File: config.mk
export PLATFORM = sky130hd
export DESIGN_NAME = seg7_scan_decoder_flat
export DESIGN_NICKNAME = d
export VERILOG_FILES = /design/src/rtl/seg7_scan_if.sv /design/src/rtl/seg7_scan_decoder.sv /design/src/flat_wrapper.sv
export SDC_FILE = /design/constraint.sdc
export NUM_CORES = 1
export LEC_CHECK = 0
export ABC_CLOCK_PERIOD_IN_PS = 2310
export CAP_MARGIN = 5
export CORE_ASPECT_RATIO = 1.25
export CORE_MARGIN = 5
export CORE_UTILIZATION = 40
export CTS_CLUSTER_SIZE = 12
export DETAILED_ROUTE_END_ITERATION = 10
export HOLD_SLACK_MARGIN = 0.03
export SETUP_SLACK_MARGIN = 0.3
export SLEW_MARGIN = 40
export SYNTH_ARGS = -nofsm -noshare
export SYNTH_HDL_FRONTEND = slang
export SYNTH_SLANG_ARGS = --single-unit
File: constraint.sdc
create_clock -name clk -period 2.31 [get_ports clk]
set_input_delay 0.231 -clock clk [delete_from_list [all_inputs] [get_ports clk]]
set_output_delay 0.231 -clock clk [all_outputs]
set_load 0.01 [all_outputs]
File: src/rtl/seg7_scan_if.sv
// seg7_scan_if: bundles the segment bus, the clear strobe and the decoder results
//   seg_n       active-low segments, bit6=a .. bit0=g
//   dig_sel_n   active-low digit selects, one-hot expected
//   clr         synchronous clear of captured state
//   digits      decoded nibbles, digit i at [4i+3:4i]
//   valid       per-digit legal-hex flag
//   frame_done  one-cycle pulse when all digits have been committed
//   err         one-cycle pulse on commit of an illegal pattern
//   err_pattern last illegal seg_n value
interface seg7_scan_if #(parameter int NDIG = 8);
  logic [6:0] seg_n;
  logic [NDIG-1:0] dig_sel_n;
  logic clr;
  logic [4*NDIG-1:0] digits;
  logic [NDIG-1:0] valid;
  logic frame_done;
  logic err;
  logic [6:0] err_pattern;
  modport master (output seg_n, dig_sel_n, clr, input digits, valid, frame_done, err, err_pattern);
  modport slave (input seg_n, dig_sel_n, clr, output digits, valid, frame_done, err, err_pattern);
endinterface

File: src/rtl/seg7_scan_decoder.sv
// seg7_scan_decoder: recovers hex digits from a multiplexed active-low 7-segment bus
//   clk    system clock
//   rst_n  asynchronous active-low reset
//   bus    seg7_scan_if slave: segment/select inputs and clr in, decoded digits and status out
module seg7_scan_decoder #(
  parameter int NDIG = 8,
  parameter int STABLE_CYC = 4
) (
  input logic clk,
  input logic rst_n,
  seg7_scan_if.slave bus
);
  localparam logic [3:0] SC = 4'(STABLE_CYC);
  logic [NDIG+6:0] prev;
  logic [3:0] cnt, cnt_nxt, val;
  logic [NDIG-1:0] sel, seen, seen_nxt, valid;
  logic [4*NDIG-1:0] digits;
  logic [6:0] err_pattern;
  logic legal, same, commit, hit, blank, frame_done, err;
  assign sel = ~bus.dig_sel_n;
  assign legal = $onehot(sel);
  assign same = {bus.dig_sel_n, bus.seg_n} == prev;
  assign cnt_nxt = !legal ? 4'd0 : !same ? 4'd1 : cnt == SC ? cnt : cnt + 4'd1;
  // a changed sample restarts the run at 1, so it can only commit when one sample is enough
  assign commit = legal && (same ? (cnt != SC && cnt + 4'd1 == SC) : SC == 4'd1);
  assign blank = bus.seg_n == 7'h7F;
  assign seen_nxt = seen | sel;
  always_comb begin
    hit = 1'b1;
    val = 4'h0;
    case (bus.seg_n)
      7'h01: val = 4'h0;
      7'h4F: val = 4'h1;
      7'h12: val = 4'h2;
      7'h06: val = 4'h3;
      7'h4C: val = 4'h4;
      7'h24: val = 4'h5;
      7'h20: val = 4'h6;
      7'h0F: val = 4'h7;
      7'h00: val = 4'h8;
      7'h04: val = 4'h9;
      7'h08: val = 4'hA;
      7'h60: val = 4'hB;
      7'h31: val = 4'hC;
      7'h42: val = 4'hD;
      7'h30: val = 4'hE;
      7'h38: val = 4'hF;
      default: hit = 1'b0;
    endcase
  end
  always_ff @(posedge clk or negedge rst_n) begin
    if (!rst_n) begin
      prev <= '1;
      cnt <= '0;
      seen <= '0;
      valid <= '0;
      digits <= '0;
      frame_done <= 1'b0;
      err <= 1'b0;
      err_pattern <= 7'h7F;
    end else if (bus.clr) begin
      prev <= '1;
      cnt <= '0;
      seen <= '0;
      valid <= '0;
      digits <= '0;
      frame_done <= 1'b0;
      err <= 1'b0;
    end else begin
      prev <= {bus.dig_sel_n, bus.seg_n};
      cnt <= cnt_nxt;
      frame_done <= commit && &seen_nxt;
      err <= commit && !hit && !blank;
      if (commit) begin
        seen <= &seen_nxt ? '0 : seen_nxt;
        if (!hit && !blank) err_pattern <= bus.seg_n;
        for (int i = 0; i < NDIG; i++)
          if (sel[i]) begin
            valid[i] <= hit;
            if (hit) digits[4*i +: 4] <= val;
          end
      end
    end
  end
  assign bus.digits = digits;
  assign bus.valid = valid;
  assign bus.frame_done = frame_done;
  assign bus.err = err;
  assign bus.err_pattern = err_pattern;
endmodule

File: src/flat_wrapper.sv
// flat-port wrapper written by rule: the top's interface ports become plain ports
module seg7_scan_decoder_flat 
#(
  parameter int NDIG = 8,
  parameter int STABLE_CYC = 4
)
  (clk, rst_n, bus_seg_n, bus_dig_sel_n, bus_clr, bus_digits, bus_valid, bus_frame_done, bus_err, bus_err_pattern);
  seg7_scan_if #(.NDIG(NDIG)) bus_i ();
  input logic clk;
  input logic rst_n;
  input wire logic [$bits(bus_i.seg_n)-1:0] bus_seg_n;
  input wire logic [$bits(bus_i.dig_sel_n)-1:0] bus_dig_sel_n;
  input wire logic [$bits(bus_i.clr)-1:0] bus_clr;
  output wire logic [$bits(bus_i.digits)-1:0] bus_digits;
  output wire logic [$bits(bus_i.valid)-1:0] bus_valid;
  output wire logic [$bits(bus_i.frame_done)-1:0] bus_frame_done;
  output wire logic [$bits(bus_i.err)-1:0] bus_err;
  output wire logic [$bits(bus_i.err_pattern)-1:0] bus_err_pattern;
  assign bus_i.seg_n = bus_seg_n;
  assign bus_i.dig_sel_n = bus_dig_sel_n;
  assign bus_i.clr = bus_clr;
  assign bus_digits = bus_i.digits;
  assign bus_valid = bus_i.valid;
  assign bus_frame_done = bus_i.frame_done;
  assign bus_err = bus_i.err;
  assign bus_err_pattern = bus_i.err_pattern;
  seg7_scan_decoder #(.NDIG(NDIG), .STABLE_CYC(STABLE_CYC)) u_core (.clk(clk), .rst_n(rst_n), .bus(bus_i));
endmodule
Yosys cells after proc, flatten, opt, wreduce, memory -nomap -nowiden
Cells that the tools add are included.

word-level totals
  flip-flop bits (word level) = 76
  output and inout bits = 49
  bits of input ports = 18
  word-level logic and storage cells = 127

operators by class
  bitwise operators = 3
  mux-type cells = 34
  equal/unequal tests = 22
  $add $sub $neg = 8
  reductions and logical operators = 38

operators with widths
  kind                  number
  $mux W32              2
  $pmux W4 S15          1
  $mux W4               13
  $mux W8               5
  $eq A7 B6 Y1 const B  5
  $eq A7 B7 Y1 const B  5
  $reduce_and A3 Y1     9
  $reduce_bool A2 Y1    10
  $reduce_and A2 Y1     8
  $reduce_or A16 Y1     1
  $eq A15 B15 Y1        1
  $mux W15              1
  $eq A7 B3 Y1 const B  2
  $eq A7 B4 Y1 const B  2
  $add A4 B4 Y4         3
  $mux W1               12
  $add A1 B1 Y2         4
  $eq A4 B3 Y1 const B  2
  $not A8 Y8            1
  $or A8 B8 Y8          1
  $reduce_and A8 Y1     1
  $eq A7 B1 Y1 const B  1
  $eq A7 B5 Y1 const B  1
  $logic_not A7 Y1      1
  7 further kinds       13

Depth between registers and ports, before layout
Gate-level depths: netlist of run 1.

  depth in word-level cells = 9
  gate-level depth with buffers = 14
  depth with buffers taken out = 13

Worst setup path after synthesis of run 1
No wires, ideal clock.

  path type = input-to-reg
  start point = in bus_dig_sel_n[0]
  end point = reg u_core.digits[11], in the netlist u_core.bus.digits[11]
  path buffers = 1
  required time = 2177 ps
  setup slack = -1395 ps
  arrival time = 3572 ps
  stages on the path = 14
  cell sequence = inv_1 -> ha_1 -> fa_1 -> inv_1 -> fa_1 -> inv_1 -> ha_1 -> fa_1 -> nor4b_1 -> nand3_1 -> or3_1 -> clkbuf_1 -> or2_1 -> mux2i_1

on the way
  longest elaborated chain between the ends = 8
  elaborated cells on any way between the ends = 10
  those cells by class = add/sub: 3; eq/ne: 2; mux: 1; bitwise: 1; reduce/logical: 3

ends and longest elaborated chain
  element                                            RTL line                 source
  from (decl)                                        flat_wrapper.sv:12       input wire logic [$bits(bus_i.dig_sel_n)-1:0] bus_dig_sel_n;
  $not A8 Y8                                         seg7_scan_decoder.sv:20  assign sel = ~bus.dig_sel_n;
  $add A1 B1 Y2 (implied by the code)                seg7_scan_decoder.sv:21  assign legal = $onehot(sel);
  $add A4 B4 Y4 (implied by the code) (2 in series)  seg7_scan_decoder.sv:21
  $eq A4 B1 Y1                                       seg7_scan_decoder.sv:21
  $logic_and A1 B1 Y1 *                              seg7_scan_decoder.sv:25  assign commit = legal && (same ? (cnt != SC && cnt + 4'd1 == SC) : SC == 4'd1);
  $reduce_bool A2 Y1 (no source line) *              -
  $reduce_and A3 Y1 (no source line) *               -
  to (signal, indexed assignment)                    seg7_scan_decoder.sv:80  if (hit) digits[4*i +: 4] <= val;
  to (decl)                                          seg7_scan_decoder.sv:17  logic [4*NDIG-1:0] digits;

Mark *: on every way between the ends. The rest lies on a longest branch, timed or not.
A chain may end at the register's enable or synchronous reset.

Final worst setup path of run 1
  start point = in bus_dig_sel_n[5]
  end point = reg u_core.digits[10], in the netlist u_core.bus.digits[10]

Same word-level chain as after synthesis.

==> results summary, run 1 <==
The flow ran to the end, but the final reports show violations. The final reports fail on setup timing. The library cell used most frequently in the layout, excluding fill and tap cells, is sky130_fd_sc_hd__clkdlybuf4s50_1. The post-detailed-route count of antenna-violating nets came out at 0.

The total of buffers placed on input and output ports is 66. The number of stages on the worst hold path is 4. The tool flagged a number of max-cap violations equal to 0. The post-route total power came out at 3.34 mW. After clock tree synthesis, the clock-pin slew on the worst setup and hold paths is 0.06 ns. At the end of routability-driven placement, the weighted congestion stood at 0.840. The number of flops mapped to enable cells by yosys came out at 0. The delay contributed by the slowest stage of the critical path is 0.49 ns. The fraction of the cycle the final worst path needs came out at 149%. The number of vias in the routed layout is 3174. The floorplan step set the die height to 120 um. In the synthesized netlist the dominant register cell turns out to be sky130_fd_sc_hd__dfrtp_1. The core outline area is 0.00951 sq mm. Entering global routing, the biggest net connects 51 pins. The power density relative to cell area is 579 mW/mm^2. The minimum setup slack in the final design is -1.12 ns. The post-route cell area came out at 0.00577 sq mm. The register area share after synthesis came out at 50.0%.

The number of clock buffers added by TritonCTS is 9. The mapped cell area is 0.00386 sq mm. After floorplanning, the core was divided into 40 placement rows. Of all nets on the critical path, the largest fanout is 5.

The async set-reset flop share out of synthesis came out at 100%. The worst hold endpoint is u_core.prev[7]. The worst setup path is captured at a register. The die span in x is 97.9 um. The library cell contributing the largest single delay on the critical path is sky130_fd_sc_hd__fa_1. The clock tree from TritonCTS is yes.

The hold violation count in the final report is 0. The reg-to-reg setup timing slack is 0.06 ns. The worst hold path begins at bus_dig_sel_n[0]. The kind of start point of the critical path is an input pin. The count of synthesis-stage warnings from yosys is 0.

The cell total after placement came out at 600. After routing, the total negative slack on setup checks comes to -61.31 ns. The maximum resistive drop on vdd came out at 0.378 mV. The number of different library cells used by synthesis comes to 53. The worst hold path belongs to the class in2reg. The post-placement cell area is 0.00515 sq mm. The effective utilization at floorplan came out at 40.6%. The tree built by TritonCTS fans out to 76 sinks. The number of antenna violations at the first check in global routing came out at 0. The post-synthesis sequential element count came out at 76.

Data on the critical path is required at its endpoint by 2.56 ns. Measured against its own limit, the worst slew margin works out to 56.5%. The area added between synthesis and finish came out at 49.6%. In this run, the number of DRC markers left after iteration 0 of detailed routing was 226.

The global-route wire length before repair is 17300 um. The post-synthesis net count is 405. Before CTS, the worst setup slack after placement is -2.01 ns.

The final antenna diode count came out at 0. The maximum root-to-sink buffer count is 2. The number of global-route vias before repair was 3297.

The remaining global-route overflow came out at 0. The synthesized netlist cell count came out at 375. The capturing point of the worst reg2reg path is u_core.bus.digits[10]. Once detailed placement completed, the half-perimeter wirelength came to 7230 um. The average routed wire per standard cell came out at 16.6 um. Hold is met by 0.213 ns. The final net count is 527.

The share of final-layout standard cells stronger than drive strength 1 came out at 36.7%. The critical path class is in2reg. The library cells used most frequently in the layout, excluding fill and tap cells, are sky130_fd_sc_hd__clkdlybuf4s50_1, sky130_fd_sc_hd__buf_4, sky130_fd_sc_hd__dfrtp_1, sky130_fd_sc_hd__inv_1, sky130_fd_sc_hd__nand2_1. Walking the worst path, the cells encountered are buf_6 > buf_6 > inv_12 > ha_4 > fa_1 > inv_2 > fa_1 > inv_1 > ha_2 > fa_1 > nor4b_4 > buf_4 > nand3_4 > or3_4 > or2_4 > mux2i_1. The global-route usage over all layers is 18.6%. In this run the static leakage power is 2.38 nW. The most frequent cell on the critical path is sky130_fd_sc_hd__fa_1.

The post-route non-filler standard cell count came out at 628. The tree is rooted in a sky130_fd_sc_hd__clkbuf_16. The transition at the pin with the smallest max-transition slack is 0.652 ns. A synthesized cell averages 10.3 sq um.

The maximum level of the CTS H-tree came out at 3. The clock reaches the later pin of the worst-skew pair after 0.34 ns. The worst path arrival time is 3.68 ns. The final standard cell utilization of the core came out at 60.7%. The number of remaining DRC errors came out at 0. The number of cells traversed by the worst register-to-register path came out at 8. The maximum clock skew at final layout is 0.00965 ns.

The number of max-slew violations in the final report came to 0. The routed design could run at a clock period as short as 3.43 ns. The number of top-level design ports came out at 67. The timing-limited maximum frequency came out at 291 MHz.

The full die area is 0.0117 sq mm. Using the TritonRoute via totals, the vias-per-cell ratio works out to 5.05. In this run the critical register-to-register path is launched from u_core.prev[6]. The number of endpoints failing setup at the final stage is 61. The number of search-and-repair iterations in the first detailed-routing pass came out at 5. The routed design has 10400 um of wire. Setup repair after global routing could not meet its margin everywhere.
[report_power, final]
part | total, mW | switching, mW | internal [mW] | leakage, nW
Clock | 1.52 | 0.565 | 0.951 | 0.152
Combinational | 0.457 | 0.249 | 0.208 | 1.24
Sequential | 1.37 | 0.00842 | 1.36 | 0.985
[area by class of cell]
cell class / count / area, sq um
clock inverters: 7 / 97.6
multi-input cells: 233 / 1960
inverters: 44 / 185
clock buffers: 9 / 225
repair buffers: 133 / 1220
flip-flops and latches: 76 / 1930
fillers: 806 / 3740
well taps: 126 / 158
[registers in the layout (all words and copies together) (netlist names)]
register,flops
u_core.bus.err,1
u_core.seen,8
u_core.bus.frame_done,1
u_core.bus.digits,32
u_core.bus.err_pattern,7
u_core.cnt,4
u_core.bus.valid,8
u_core.prev,15
[Yosys cell counts, types with 2 or more instances]
master / count / area, sq um
sky130_fd_sc_hd__o22ai_1: 4 / 25.0
sky130_fd_sc_hd__nor2_1: 13 / 48.8
sky130_fd_sc_hd__or3_1: 8 / 50.1
sky130_fd_sc_hd__o211ai_1: 3 / 22.5
sky130_fd_sc_hd__xor2_1: 16 / 140
sky130_fd_sc_hd__buf_2: 4 / 20.0
sky130_fd_sc_hd__mux2_2: 5 / 56.3
sky130_fd_sc_hd__a211oi_1: 9 / 67.6
sky130_fd_sc_hd__a21oi_1: 7 / 35.0
sky130_fd_sc_hd__nand4_1: 3 / 18.8
sky130_fd_sc_hd__ha_1: 8 / 100
sky130_fd_sc_hd__nand3_1: 7 / 35.0
sky130_fd_sc_hd__mux2i_1: 17 / 170
sky130_fd_sc_hd__o21ai_0: 7 / 35.0
sky130_fd_sc_hd__and2_0: 6 / 37.5
sky130_fd_sc_hd__nor3b_1: 2 / 15.0
sky130_fd_sc_hd__nor4_1: 4 / 25.0
sky130_fd_sc_hd__o22a_1: 2 / 17.5
sky130_fd_sc_hd__nand2b_1: 6 / 37.5
sky130_fd_sc_hd__inv_1: 43 / 161
sky130_fd_sc_hd__o32ai_1: 16 / 140
sky130_fd_sc_hd__buf_6: 2 / 22.5
sky130_fd_sc_hd__nor2_2: 6 / 37.5
sky130_fd_sc_hd__fa_1: 4 / 80.1
sky130_fd_sc_hd__o21a_1: 7 / 52.6
sky130_fd_sc_hd__nand2_1: 33 / 124
sky130_fd_sc_hd__nor3_1: 7 / 35.0
sky130_fd_sc_hd__dfstp_2: 22 / 578
sky130_fd_sc_hd__clkbuf_1: 16 / 60.1
sky130_fd_sc_hd__nor2b_1: 2 / 12.5
sky130_fd_sc_hd__and3_1: 2 / 12.5
sky130_fd_sc_hd__or2_2: 7 / 43.8
sky130_fd_sc_hd__o31ai_1: 2 / 15.0
sky130_fd_sc_hd__nand3b_1: 3 / 22.5
sky130_fd_sc_hd__dfrtp_1: 54 / 1350
[worst max path at each step]
| stage | start | to | slack, ns | depth (start not counted) |
|---|---|---|---|---|
| after global placement | bus_dig_sel_n[5] | u_core.bus.digits[22] | -1.97 | 15 |
| after detailed placement | bus_dig_sel_n[5] | u_core.bus.digits[23] | -2.01 | 15 |
| final | bus_dig_sel_n[5] | u_core.bus.digits[10] | -1.12 | 16 |
| after floorplan | bus_dig_sel_n[5] | u_core.bus.digits[11] | -1.27 | 14 |
| after global routing | bus_dig_sel_n[5] | u_core.bus.digits[14] | -1.25 | 16 |
| after CTS | bus_dig_sel_n[5] | u_core.bus.digits[15] | -1.11 | 16 |
[logic make-up after synthesis]
logic type                 synth area share (%)
and+or+nand+nor                            16.8
xor gates and xnor gates                   3.86
adders and majority gates                  4.67
DFF                                        50.0
AOI/OAI and AO/OA                          11.8
buffers and inverters                      7.04
muxes                                      5.87
[metal layers]
layer	up-vias	GRT usage, %	part of all wire, %
met3	14	2.62	3.8
met4	0	7.53	2.2
met1	1553	25.5	45
li1	1532	-	-
met2	75	29.8	49
met5	-	0	0
[critical path: cells and delay by family]
kind / cells / cell delay [ns]
simple gates: 4 / 1.04
mux: 1 / 0.18
fa+ha+maj: 5 / 1.76
buf+inv: 6 / 0.47
[what timing repair did]
| item | in CTS | in global routing |
|---|---|---|
| endpoints found under the hold margin | 8 | 0 |
| cloned | 1 | 0 |
| pin swaps | 24 | 9 |
| hold buffers | 1 | 0 |
| setup endpoints to repair | 61 | 61 |
| gates resized for setup | 56 | 17 |
| buffers inserted | 6 | 4 |
(Power assumes the default switching activity.)
==> run 2: changes to the inputs <==
--- a/config.mk
+++ b/config.mk
@@ -9,7 +9,7 @@
 export CAP_MARGIN = 5
 export CORE_ASPECT_RATIO = 1.25
 export CORE_MARGIN = 5
-export CORE_UTILIZATION = 40
+export CORE_UTILIZATION = 30
 export CTS_CLUSTER_SIZE = 12
 export DETAILED_ROUTE_END_ITERATION = 10
 export HOLD_SLACK_MARGIN = 0.03
==> run 2 against run 1 <==
  * The run still ends with setup timing left
  * Non-clock buffer count rose by 4
  * Flip-flop and latch count unchanged
  * Combinational power fell by 1%
  * Via count barely moved
  * Hold slack better by 0.020 ns
  * Routed wire length grew 1.6%
  * Global-route usage is 4.0 points lower
  * Clock power is 3% lower
  * Worst setup slack gained 0.031 ns
  * Clock skew fell by 0.0029 ns
  * Critical path type unchanged
  * Critical endpoint is now u_core.bus.digits[7]
  * Largest cell class unchanged
  * Largest power group unchanged
==> results summary, run 2 (synthesis results as in run 1) <==
The capturing point of the worst reg2reg path is u_core.bus.digits[7]. The maximum resistive drop on vdd is 0.348 mV (-8.0%). The timing-limited maximum frequency was 294 MHz (+0.91%).

The routability-driven placement congestion ratio came to 0.790 (-6.0%). The number of endpoints failing setup at the final stage is 61 (unchanged). The violation count after the first detailed-route iteration came out at 170 (-25%). The total wire length after detailed routing was 10600 um (+1.6%).

The number of max-slew violations in the final report is 0 (unchanged). The run finished, with violations left. The register clock-pin slew on the reported worst setup and hold paths came out at 0.06 ns (about the same). The full die area came to 0.0152 sq mm (+30%).

The worst setup path is captured at a register. The effective utilization at floorplan came out at 30.5% (-10 points). The number of search-and-repair iterations in the first detailed-routing pass is 4 (-1). The share of final-layout standard cells stronger than drive strength 1 came out at 37.0% (+0.30 points). The maximum clock skew at final layout came out at 0.00671 ns (-0.00294 ns). The number of vias in the routed layout is 3175 (+0.032%). Setup repair after global routing could not meet its margin everywhere. The placed wire-length estimate after detailed placement is 7620 um (+5.4%). The number of top-level design ports came to 67 (unchanged). The commonest non-fill, non-tap cell in the layout is sky130_fd_sc_hd__buf_4. The total number of placement rows is 46 (+15%).

The number of maximum-capacitance constraint violations is 0 (unchanged). The post-route non-filler standard cell count came out at 674 (+7.3%). In this run the worst setup path terminates at u_core.bus.digits[7]. The worst slew margin relative to its limit is 69.2% (+13 points). The post-detailed-route count of antenna-violating nets is 0 (unchanged). The worst path arrival time is 3.60 ns (-0.08 ns). The post-route cell area is 0.00582 sq mm (+0.78%). The number of flip-flops in the largest register is 32 (unchanged). The worst hold path belongs to the class in2reg. The cell total after placement came out at 646 (+7.7%). On the critical path, the stage with the largest delay is an instance of sky130_fd_sc_hd__fa_1. The average routed wire per standard cell came out at 15.7 um (-5.4%). The met3 routing resource usage after global routing came to 3.72% (+1.1 points). The setup path with the least slack is of type in2reg. The final net count was 531 (+0.76%). The maximum root-to-sink buffer count is 2 (unchanged). In the layout the commonest cells are sky130_fd_sc_hd__buf_4, sky130_fd_sc_hd__clkdlybuf4s50_1, sky130_fd_sc_hd__dfrtp_1, sky130_fd_sc_hd__inv_1, sky130_fd_sc_hd__nand2_1. The final period demand of the worst path is 3.40 ns (-0.0310 ns).

The worst hold slack after final layout came out at 0.232 ns (+0.0197 ns). The power density relative to cell area is 566 mW/mm^2 (-2.2%). The largest registers in the layout are u_core.bus.digits (32), u_core.prev (15).

The number of cells traversed by the worst register-to-register path was 8 (unchanged). The total of buffers placed on input and output ports came out at 66 (unchanged). The number of clock buffers inserted by TritonCTS came to 9 (unchanged). The kind of start point of the critical path is an input pin. The checks that failed: setup timing.

The core outline area is 0.0127 sq mm (+33%). The worst setup timing slack at the placement stage came out at -2.06 ns (-0.0519 ns). The filler cell count came out at 1184 (+47%). The clock latency of the later-clocked register in the worst-skew pair is 0.33 ns (about the same).

The worst-path maximum fanout is 5 (unchanged). The post-placement cell area is 0.00522 sq mm (+1.4%). The critical path goes through buf_6 > buf_6 > inv_12 > ha_4 > fa_1 > inv_2 > fa_1 > inv_1 > ha_2 > fa_1 > nor4b_4 > buf_4 > nand3_4 > or3_4 > or2_4 > mux2i_1. TritonCTS built the clock tree. The detailed-route vias per instance came to 4.71 (-6.8%).

The leakage power figure is 2.39 nW (+0.59%). The die span in x came out at 111 um (+14%). The startpoint identified for the worst register-to-register timing path is u_core.prev[6].

The transition at the pin with the smallest max-transition slack came out at 0.463 ns (-0.190 ns). The post-route total power is 3.29 mW (-1.4%). The global-route met2 utilization was 22.8% (-7.0 points). The remaining global-route overflow came out at 0 (unchanged). The global-route usage over all layers came out at 14.6% (-4.0 points). The height of the die came to 137 um (+14%). The number of stages on the worst hold path came out at 4 (unchanged).

The number of remaining DRC errors is 0 (unchanged). The final antenna diode count came out at 0 (unchanged). In this run the most used layer during global routing was met2. In this run the worst setup path begins at bus_dig_sel_n[5]. The reg-to-reg setup timing slack is 0.02 ns (-0.04 ns). The area added between synthesis and finish is 50.8%. The library cell used as clock root buffer is sky130_fd_sc_hd__clkbuf_16. The hold violation count in the final report came out at 0 (unchanged).

The clock sink count came out at 76 (unchanged). The number of antenna violations at the first check in global routing was 0 (unchanged). The maximum level of the CTS H-tree came out at 3 (unchanged). The delay contributed by the slowest stage of the critical path was 0.50 ns (about the same). The met1 global-route usage came out at 19.9% (-5.6 points).

The register containing the most flip-flops in the final layout is u_core.bus.digits. The minimum setup slack in the final design came out at -1.09 ns (+0.0310 ns). The global-route wire length before repair was 17700 um (+2.2%). The pin count of the biggest net entering global routing is 77 (+51%). The fraction of the cycle the final worst path needs came out at 147% (-1.3 points). The cell that appears most often on the critical path is sky130_fd_sc_hd__fa_1. The number of global-route vias before repair came out at 3375 (+2.4%). The critical path data required time came out at 2.51 ns (-0.05 ns).
## run 2: how the worst min path moves through the flow
stage / from / to / slack (ns)
after floorplan: rst_n / u_core.bus.digits[0] / -0.06
after global placement: rst_n / u_core.bus.frame_done / 0.29
after detailed placement: rst_n / u_core.bus.err / 0.30
after CTS: bus_dig_sel_n[1] / u_core.prev[8] / 0.23
after global routing: bus_dig_sel_n[1] / u_core.prev[8] / 0.24
final: bus_dig_sel_n[1] / u_core.prev[8] / 0.23
## run 2: report_power, final
part	total [mW]	internal, mW	switching [mW]
logic	0.451	0.211	0.240
registers	1.37	1.36	0.00839
clock network	1.47	0.947	0.527
total	3.29	2.52	0.776
## run 2: stage by stage
stage | TNS (ns) | util, %
global placement | -115.00 | 41.2
detailed placement | -117.38 | 41.2
CTS | -61.79 | 44.9
finish | -58.97 | 45.9
floorplan | -62.19 | -
global route | -67.74 | 45.9
## run 2: layout make-up
cell class | count | area [sq um] | share of cell area (%)
clock buffer | 12 | 236 | 4.06
clock inverter | 4 | 73.8 | 1.27
inverter | 44 | 185 | 3.18
multi-input combinational | 233 | 1960 | 33.7
sequential | 76 | 1930 | 33.2
tap | 168 | 210 | 3.61
timing repair buffer | 137 | 1220 | 21.0
## run 2: critical path, delay by kind of cell
| family | cells | cell delay [ns] |
|---|---|---|
| adders and majority gates | 5 | 1.77 |
| buffers and inverters | 6 | 0.47 |
| muxes | 1 | 0.12 |
| and+or+nand+nor | 4 | 0.99 |
## run 2: repair_timing
item                                    in CTS  in global routing
endpoints found under the hold margin       54                  0
hold buffers                                 1                  0
gates resized for setup                     52                 22
setup buffers                                5                  5
endpoints found under the setup margin      61                 61
cloned                                       1                  0
pin swaps                                   17                 13
## run 2: per-layer routing
| metal | vias up | wire (um) |
|---|---|---|
| li1 | 1541 | - |
| met1 | 1561 | 4890 |
| met2 | 62 | 5100 |
| met3 | 11 | 409 |
| met4 | 0 | 211 |
| met5 | - | 0 |
==> run 3: changes to the inputs <==
--- a/config.mk
+++ b/config.mk
@@ -10,8 +10,10 @@
 export CORE_ASPECT_RATIO = 1.25
 export CORE_MARGIN = 5
 export CORE_UTILIZATION = 30
-export CTS_CLUSTER_SIZE = 12
+export CTS_CLUSTER_DIAMETER = 100
+export CTS_CLUSTER_SIZE = 28
 export DETAILED_ROUTE_END_ITERATION = 10
+export GPL_TIMING_DRIVEN = 0
 export HOLD_SLACK_MARGIN = 0.03
 export SETUP_SLACK_MARGIN = 0.3
 export SLEW_MARGIN = 40
==> run 3 against run 2 <==
  * The flow still finishes with violations (setup timing)
  * Cell count is 5.3% lower
  * Clock power is 5% higher
  * Sequential power hardly changed
  * Worst setup slack worse by 0.15 ns
  * Highest routed layer unchanged
==> results summary, run 3 (synthesis results as in run 1) <==
The height of the die is 137 um (unchanged). The final period demand of the worst path is 3.55 ns (+0.153 ns). The worst setup path is launched from an input pin. The power density relative to cell area came out at 607 mW/mm^2 (+7.2%). The global-route usage over all layers is 14.6% (-0.068 points). The register containing the most flip-flops in the final layout is u_core.bus.digits. The final-layout setup total negative slack came out at -69.56 ns (-10.59 ns). The capturing point of the worst reg2reg path is u_core.bus.digits[26]. The full die area is 0.0152 sq mm (unchanged). The number of top-level design ports is 67 (unchanged).

The final reports fail on setup timing. The core outline area is 0.0127 sq mm (unchanged). The top cell types in the final layout, fill and taps aside, are sky130_fd_sc_hd__dfrtp_1, sky130_fd_sc_hd__clkdlybuf4s50_1, sky130_fd_sc_hd__inv_1, sky130_fd_sc_hd__nand2_1, sky130_fd_sc_hd__dfstp_2.

The number of clock buffers inserted by TritonCTS came out at 9 (unchanged). The average routed wire per standard cell is 16.9 um (+7.2%). The critical path is of the in2reg type. In this run the most critical hold path is launched from bus_dig_sel_n[4]. The detailed-route vias per instance is 4.86 (+3.1%). The violation count after the first detailed-route iteration is 200 (+18%). The number of vias in the routed layout is 3098 (-2.4%). The number of cells traversed by the worst register-to-register path is 7 (-1). The number of maximum-capacitance constraint violations came to 0 (unchanged). The maximum clock skew at final layout came out at 0.00874 ns (+0.00204 ns). In this run the critical register-to-register path is launched from u_core.prev[6].

The transition at the pin with the smallest max-transition slack was 0.644 ns (+0.182 ns). The remaining global-route overflow is 0 (unchanged). The leakage power figure came out at 2.17 nW (-9.1%). Leaving out fill and tap cells, the most frequent cell in the layout is sky130_fd_sc_hd__dfrtp_1. The number of search-and-repair iterations in the first detailed-routing pass came out at 4 (unchanged).

The number of remaining DRC errors is 0 (unchanged). The number of global-route vias before repair was 3277 (-2.9%). The worst path arrival time is 3.81 ns (+0.21 ns). The total wire length after detailed routing is 10800 um (+1.5%). The maximum resistive drop on vdd came to 0.384 mV (+10%).

The number of endpoints failing setup at the final stage came out at 61 (unchanged). The tightest min-delay check is of the in2reg type. The register clock-pin slew on the reported worst setup and hold paths came out at 0.06 ns (about the same). The pin count of the biggest net entering global routing is 62 (-19%). The final standard cell utilization of the core came to 43.4% (-2.6 points). The total of buffers placed on input and output ports came out at 61 (-7.6%). The hold violation count in the final report is 0 (unchanged). The minimum setup slack in the final design came out at -1.24 ns (-0.153 ns). The post-detailed-route count of antenna-violating nets is 0 (unchanged).

The share of final-layout standard cells stronger than drive strength 1 is 28.3% (-8.7 points). The worst hold path terminates at u_core.prev[11]. The area added between synthesis and finish came out at 42.3%. The number of max-slew violations in the final report came to 0 (unchanged).

The final net count was 495 (-6.8%). The timing-limited maximum frequency is 281 MHz (-4.3%). The run finished, with violations left. The total number of placement rows is 46 (unchanged).

The global-route wire length before repair is 17500 um (-0.78%). The worst slew margin relative to its limit is 56.9% (-12 points). The routability-driven placement congestion ratio came to 0.813 (+2.9%). The die span in x came out at 111 um (unchanged). The number of flip-flops in the largest register is 32 (unchanged). The clock latency of the later-clocked register in the worst-skew pair was 0.33 ns (about the same). The clock tree from TritonCTS is yes. Setup repair after global routing could not meet its margin everywhere. The maximum root-to-sink buffer count is 2 (unchanged). The effective utilization at floorplan came out at 30.5% (unchanged). The kind of end point of the critical path is a register.

The fraction of the cycle the final worst path needs is 154% (+6.6 points). The largest registers in the layout are u_core.bus.digits (32), u_core.prev (15). The library cell used as clock root buffer is sky130_fd_sc_hd__clkbuf_16. The final antenna diode count is 0 (unchanged).

The worst-path maximum fanout came out at 5 (unchanged). The critical path data required time came to 2.56 ns (+0.05 ns). The placed wire-length estimate after detailed placement came to 7630 um (+0.14%).

The maximum level of the CTS H-tree is 3 (unchanged). The number of antenna violations at the first check in global routing is 0 (unchanged). The number of stages on the worst hold path is 3 (-1). The reg-to-reg setup timing slack was -0.14 ns (-0.16 ns).

The clock sink count was 76 (unchanged).
==> run 3: cell count changes in the layout (fill, tap and decap cells not counted), moves of 4 or more <==
cell,before,now
sky130_fd_sc_hd__and2_0,1,5
sky130_fd_sc_hd__inv_6,0,5
sky130_fd_sc_hd__clkbuf_1,3,14
sky130_fd_sc_hd__buf_4,63,11
sky130_fd_sc_hd__clkdlybuf4s50_1,59,53
==> run 3: how the worst max path moves through the flow <==
stage / startpoint / endpoint / cells after the start
global route: bus_dig_sel_n[1] / u_core.bus.digits[23] / 15
CTS: bus_dig_sel_n[0] / u_core.bus.digits[23] / 15
finish: bus_dig_sel_n[0] / u_core.bus.digits[23] / 15
detailed placement: bus_dig_sel_n[5] / u_core.bus.digits[10] / 15
floorplan: bus_dig_sel_n[5] / u_core.bus.digits[11] / 14
global placement: bus_dig_sel_n[5] / u_core.bus.digits[10] / 15
==> run 3: metrics by stage <==
step           total power, mW  area (sq um)  hold WS (ns)  instances  setup WS (ns)
2_1_floorplan             1.61          4010       -0.0646        375          -1.27
3_3_place_gp              1.73          4830         0.513        604          -2.40
3_5_place_dp              1.75          4870        0.0761        606          -2.46
4_1_cts                   3.36          5450        0.0976        636          -1.16
5_1_grt                   3.48          5490        0.0957        638          -1.33
6_report                  3.33          5490         0.104        638          -1.24
==> run 3: per-layer routing <==
layer,track usage (%),vias up,share of wire [%]
met5,0,-,0
met4,5.61,0,1.8
met3,2.70,12,3.9
met2,23.9,79,49
met1,19.3,1535,45
li1,-,1472,-
==> run 3: area by class of cell <==
| type | count | area (sq um) |
|---|---|---|
| Timing Repair Buffer | 79 | 812 |
| Inverter | 44 | 200 |
| Buffer | 23 | 126 |
| Fill cell | 1215 | 7170 |
| Sequential cell | 76 | 1930 |
| Clock inverter | 6 | 93.8 |
| Clock buffer | 10 | 239 |
| Tap cell | 168 | 210 |
| Multi-Input combinational cell | 232 | 1880 |
==> run 3: critical path, cell delays in order <==
cell	delay (ns)
sky130_fd_sc_hd__buf_8	0.09
sky130_fd_sc_hd__inv_6	0.03
sky130_fd_sc_hd__ha_4	0.15
sky130_fd_sc_hd__fa_1	0.53
sky130_fd_sc_hd__inv_1	0.05
sky130_fd_sc_hd__fa_1	0.50
sky130_fd_sc_hd__inv_1	0.04
sky130_fd_sc_hd__ha_2	0.16
sky130_fd_sc_hd__fa_1	0.49
sky130_fd_sc_hd__nor4b_4	0.41
sky130_fd_sc_hd__nand3_4	0.16
sky130_fd_sc_hd__buf_6	0.15
sky130_fd_sc_hd__or3_4	0.40
sky130_fd_sc_hd__nor2_4	0.18
sky130_fd_sc_hd__mux2i_1	0.22
==> run 3: power by group <==
part           internal [mW]  switching, mW  leakage, nW
combinational          0.174          0.245         1.03
clock                  0.986          0.560        0.160
sequential              1.36        0.00882        0.985
==> run 3: timing repair <==
action                                  CTS  global route
buffers inserted                         13             2
pin swaps                                18             6
hold endpoints to repair                 41             0
hold buffers                              1             0
endpoints found under the setup margin   61            61
gates resized for setup                  73             7
cloned                                    0             0
